## config.mk

```make
export PLATFORM = sky130hd
export DESIGN_NAME = arm_hazard_scoreboard
export DESIGN_NICKNAME = d
export VERILOG_FILES = /design/src/rtl/arm_hazard_scoreboard.sv
export SDC_FILE = /design/constraint.sdc
export NUM_CORES = 1
export LEC_CHECK = 0
export ABC_CLOCK_PERIOD_IN_PS = 1800
export BUFFER_PORTS_ARGS = -buffer_cell sky130_fd_sc_hd__buf_4
export CELL_PAD_IN_SITES_DETAIL_PLACEMENT = 1
export CELL_PAD_IN_SITES_GLOBAL_PLACEMENT = 1
export CORE_MARGIN = 3
export CORE_UTILIZATION = 39
export CTS_CLUSTER_SIZE = 14
export DETAILED_ROUTE_END_ITERATION = 6
export PLACE_DENSITY_LB_ADDON = 0.1
export SETUP_SLACK_MARGIN = 0.3
export SYNTH_ARGS = -nofsm -noshare
export SYNTH_HDL_FRONTEND = slang
export SYNTH_SLANG_ARGS = --single-unit
```

## constraint.sdc

```tcl
create_clock -name clk -period 1.8 [get_ports clk]
set_input_delay 0.45 -clock clk [delete_from_list [all_inputs] [get_ports clk]]
set_output_delay 0.45 -clock clk [all_outputs]
set_load 0.005 [all_outputs]
```

## src/rtl/arm_hazard_scoreboard.sv

```systemverilog
// Hazard, forwarding and stall controller for the ARM pipeline.
// Tracks in-flight register writers per post-ID stage and drives stall/forward/freeze.
module arm_hazard_scoreboard #(
    parameter int REG_ADDR_W = 4,
    parameter int PIPE_DEPTH = 3,
    parameter int CNT_W      = 16
) (
    input  logic                  clk,
    input  logic                  rst,
    input  logic                  fwd_enable,
    input  logic                  id_valid,
    input  logic [REG_ADDR_W-1:0] id_src1,
    input  logic [REG_ADDR_W-1:0] id_src2,
    input  logic                  id_has_src1,
    input  logic                  id_has_src2,
    input  logic [REG_ADDR_W-1:0] id_dst,
    input  logic                  id_wb_en,
    input  logic                  id_mem_read,
    input  logic                  flush,
    input  logic                  mem_ready,
    output logic                  hazard_stall,
    output logic                  mem_freeze,
    output logic [1:0]            fwd_sel_a,
    output logic [1:0]            fwd_sel_b,
    output logic [CNT_W-1:0]      stall_count
);

    typedef struct packed {
        logic                  valid;
        logic [REG_ADDR_W-1:0] dst;
        logic                  wb_en;
        logic                  is_load;
        logic [REG_ADDR_W-1:0] src1;
        logic [REG_ADDR_W-1:0] src2;
        logic                  has_src1;
        logic                  has_src2;
    } slot_t;

    slot_t slots [PIPE_DEPTH];
    slot_t id_slot;
    logic  any_match;
    logic  load_use;
    logic  advance_id;
    logic  unused_fields;

    function automatic logic writes(input slot_t s, input logic has,
                                    input logic [REG_ADDR_W-1:0] src);
        return has & s.valid & s.wb_en & (src == s.dst);
    endfunction

    // MEM forwards only ALU results; a load in MEM is never a forward source.
    function automatic logic [1:0] pick(input slot_t mem_s, input slot_t wb_s,
                                        input logic has,
                                        input logic [REG_ADDR_W-1:0] src);
        if (writes(mem_s, has, src) & ~mem_s.is_load)
            return 2'd1;
        else if (writes(wb_s, has, src))
            return 2'd2;
        return 2'd0;
    endfunction

    always_comb begin
        id_slot          = '0;
        id_slot.valid    = 1'b1;
        id_slot.dst      = id_dst;
        id_slot.wb_en    = id_wb_en;
        id_slot.is_load  = id_mem_read;
        id_slot.src1     = id_src1;
        id_slot.src2     = id_src2;
        id_slot.has_src1 = id_has_src1;
        id_slot.has_src2 = id_has_src2;
    end

    // The last slot writes back this cycle and the register file bypasses it.
    always_comb begin
        any_match = 1'b0;
        for (int k = 0; k < PIPE_DEPTH - 1; k++) begin
            any_match = any_match
                      | writes(slots[k], id_has_src1, id_src1)
                      | writes(slots[k], id_has_src2, id_src2);
        end
    end

    always_comb begin
        load_use = slots[0].is_load
                 & (writes(slots[0], id_has_src1, id_src1)
                  | writes(slots[0], id_has_src2, id_src2));
        hazard_stall = id_valid & ~flush & (fwd_enable ? load_use : any_match);
        mem_freeze   = slots[1].valid & slots[1].is_load & ~mem_ready;
        advance_id   = id_valid & ~hazard_stall & ~flush;
    end

    always_comb begin
        fwd_sel_a = 2'd0;
        fwd_sel_b = 2'd0;
        if (fwd_enable & slots[0].valid) begin
            fwd_sel_a = pick(slots[1], slots[2], slots[0].has_src1, slots[0].src1);
            fwd_sel_b = pick(slots[1], slots[2], slots[0].has_src2, slots[0].src2);
        end
    end

    always_ff @(posedge clk or negedge rst) begin
        if (!rst) begin
            for (int k = 0; k < PIPE_DEPTH; k++)
                slots[k] <= '0;
        end else if (!mem_freeze) begin
            slots[0] <= advance_id ? id_slot : '0;
            for (int k = 1; k < PIPE_DEPTH; k++)
                slots[k] <= slots[k-1];
        end
    end

    always_ff @(posedge clk or negedge rst) begin
        if (!rst)
            stall_count <= '0;
        else if ((hazard_stall | mem_freeze) && (stall_count != '1))
            stall_count <= stall_count + CNT_W'(1);
    end

    // Older slots keep their sources only so the scoreboard layout is uniform.
    always_comb begin
        unused_fields = 1'b0;
        for (int k = 0; k < PIPE_DEPTH; k++)
            unused_fields = unused_fields ^ (^slots[k]);
    end

endmodule

```

==> results.json <==
{
  "outcome": "finished with violations",
  "violations": "setup timing",
  "root_buffer": "clkbuf_8",
  "grtUsageTotal_pct": 21.22,
  "crit_type": "reg -> out",
  "cts_tree": "yes",
  "clock.fmax_ghz": 0.4209,
  "vias": 2001,
  "yosysMostFrequentCell": "dfrtp_1",
  "p_per_area_nw_per_um2": 626.7,
  "num-nets-final": 326,
  "r2r_start": "slots[48]$_DFFE_PN0N_",
  "drt_iter0_drc": 96,
  "syn_inst": 200,
  "drc": 0,
  "synth_edf_count": 0,
  "startpoint_type": "flop",
  "maxSlewHeadroom_pct": 59.68,
  "yosysTopAreaCell": "dfrtp_1",
  "worst_slew_pin_slew_ns": 0.6047,
  "synthArstFlopShare_pct": 100.0,
  "fin_crit_sh_pct": 132.0,
  "required_ns": 1.35,
  "fin_ws_ns": -0.5757,
  "rsz0062_at_grt": "true",
  "r2r_setup_slack_ns": -0.47,
  "cts_buffer_depth": 2,
  "final_antenna_net_count": 0,
  "postSynthAreaPerCell_um2": 11.74,
  "post_drt_via_cell_ratio": 5.322,
  "io_buffers": 43,
  "finalCriticalPeriod_ns": 2.376,
  "power.leakage_nw": 1.925,
  "grt_first_pass_wirelength_um": 11730,
  "antenna_found_initial": 0,
  "yosys_warnings": 0,
  "die_y_um": 83.60,
  "finalMaxSlewViolations": 0,
  "ys_seq_area_share_pct": 49.01,
  "netlist_area_um2": 2349,
  "gp_congestion": 0.8434,
  "numCtsBuffers": 5,
  "row_count": 27,
  "syn_to_final_growth_pct": 56.05,
  "irDropWorstVdd_uv": 518.1,
  "hold_class": "in -> async",
  "critPathArrivalTime_ns": 1.93,
  "crit_family": "flip-flops",
  "first_pass_iters": 4,
  "clkSlewWorstSetupHoldPaths_ns": 0.09,
  "synth_top_area_share_pct": 49.01,
  "ys_ff_latch": 46,
  "endpoint_kind": "output port",
  "r2r_cells": 11,
  "drv_cap": 0,
  "wl_per_cell_um": 21.35,
  "start_util_pct": 41.38,
  "syn-num-nets": 223,
  "fin_skew_ns": 0.004487,
  "setup_viol_count_final": 38,
  "ys_types": 32,
  "drive_gt1_share_pct": 54.61,
  "fin_setup_tns_ns": -12.03,
  "regToRegEndpoint": "stall_count[15]$_DFFE_PN0P_",
  "cp_max_fo": 3,
  "ioPinCount": 44,
  "synth_common_cells": "46 x dfrtp_1, 37 x xor2_1, 16 x a22o_1",
  "synth_ff_type": "dfrtp_1",
  "cts.sinks": 46,
  "preCtsSetupSlack_ns": -0.4882,
  "crit_path_max_incr_delay_ns": 0.44,
  "core-area_um2": 5675,
  "grt_overflow": 0,
  "cp_num_buf_inv": 2,
  "hold_viol": 0,
  "die_x_um": 83.60,
  "grt_max_degree": 47,
  "cp_cell_sequence": "xnor2_1 > nand4_1 > nor4_2 > o22ai_2 > a21oi_2 > buf_4 > buf_4",
  "slowest_stage": "dfrtp_1",
  "post-route-util_pct": 64.57,
  "wl_um": 8029,
  "h-tree-depth": 2,
  "clock_latency_ns": 0.31,
  "cpMostUsedCell": "buf_4",
  "dieArea_um2": 6989,
  "grt_pass1_vias": 2162,
  "dp_hpwl_um": 4806,
  "synthTopCellsByArea": "dfrtp_1 49%, xor2_1 14%, a22o_1 6.0%, mux2_2 5.8%, xnor2_1 3.0%",
  "antenna_cells": 0
}
[flip-flops by register name, indices dropped and copies added (netlist names)]
name / flops
stall_count: 16
slots: 30
[power breakdown]
group | switching (mW) | internal (mW)
clock | 0.370 | 0.311
sequential | 0.0527 | 1.09
combinational | 0.210 | 0.266
[timing repair]
item,in CTS,in global routing
resized for setup,28,37
hold buffers,0,0
setup endpoints to repair,45,49
setup buffers,9,8
cloned,1,1
pin swaps,16,14
[worst max-delay path by stage]
stage / cells past startpoint / slack (ns) / start / to
CTS: 6 / -0.48 / slots[29]$_DFFE_PN0N_ / fwd_sel_a[1]
detailed placement: 10 / -0.49 / id_src1[1] / stall_count[7]$_DFFE_PN0P_
finish: 7 / -0.58 / slots[48]$_DFFE_PN0N_ / hazard_stall
floorplan: 8 / -0.05 / id_src1[3] / stall_count[9]$_DFFE_PN0P_
global route: 7 / -0.67 / slots[48]$_DFFE_PN0N_ / hazard_stall
global placement: 10 / -0.38 / id_src2[2] / stall_count[9]$_DFFE_PN0P_
[per-stage QoR]
| stage | hold WS, ns | power (mW) | cell area [µm²] | cells |
|---|---|---|---|---|
| global route | 0.1847 | 2.402 | 3665 | 376 |
| CTS | 0.1697 | 2.224 | 3392 | 367 |
| global placement | 0.4839 | 1.519 | 3070 | 349 |
| floorplan | 0.1544 | 1.295 | 2374 | 200 |
| finish | 0.1480 | 2.297 | 3665 | 376 |
| detailed placement | 0.4866 | 1.538 | 3070 | 349 |
[cell usage in the layout (no fill, tap or decap), types with 2 or more instances in the layout]
master,n
buf_4,87
dfrtp_1,43
xor2_1,31
a22o_1,16
buf_6,11
nand4_1,8
nand2_1,8
mux2_4,8
xnor2_1,7
xor2_2,6
nor4_2,6
nor2_4,6
clkbuf_8,6
nand3_1,5
buf_12,5
mux2_2,4
nor3_4,4
inv_1,3
and3_1,3
and4_1,3
nor4_4,3
dfrtp_2,3
nor4_1,2
and3_4,2
or2_2,2
a31oi_1,2
[metal layers]
layer | vias to the layer above | GRT usage [%] | wire length (µm)
met3 | 10 | 3.949 | 235
li1 | 914 | - | -
met4 | 0 | 5.702 | 120
met1 | 1034 | 29.68 | 3463
met5 | - | 0 | 0
met2 | 43 | 33.77 | 4209
[final cells by class]
type	instances	area, µm²
fillers	592	2011
multi-input cells	142	1388
flip-flops and latches	46	1155
repair buffers	105	929.6
well taps	72	90.09
clock buffers	7	86.33
inverters	3	11.26
clock inverters	1	5.005
[cells by family (layout without fill, tap and decap cells)]
| group | count (synthesis) | in the layout | synth area share, % |
|---|---|---|---|
| fa+ha+maj | 1 | 1 | 0.5327 |
| mux | 12 | 12 | 5.754 |
| buf+inv | 12 | 116 | 3.036 |
| flops | 46 | 46 | 49.01 |
| simple gates | 59 | 59 | 16.25 |
| compound gates | 25 | 25 | 8.631 |
| xor+xnor | 45 | 45 | 16.78 |
(Power assumes the default switching activity.)
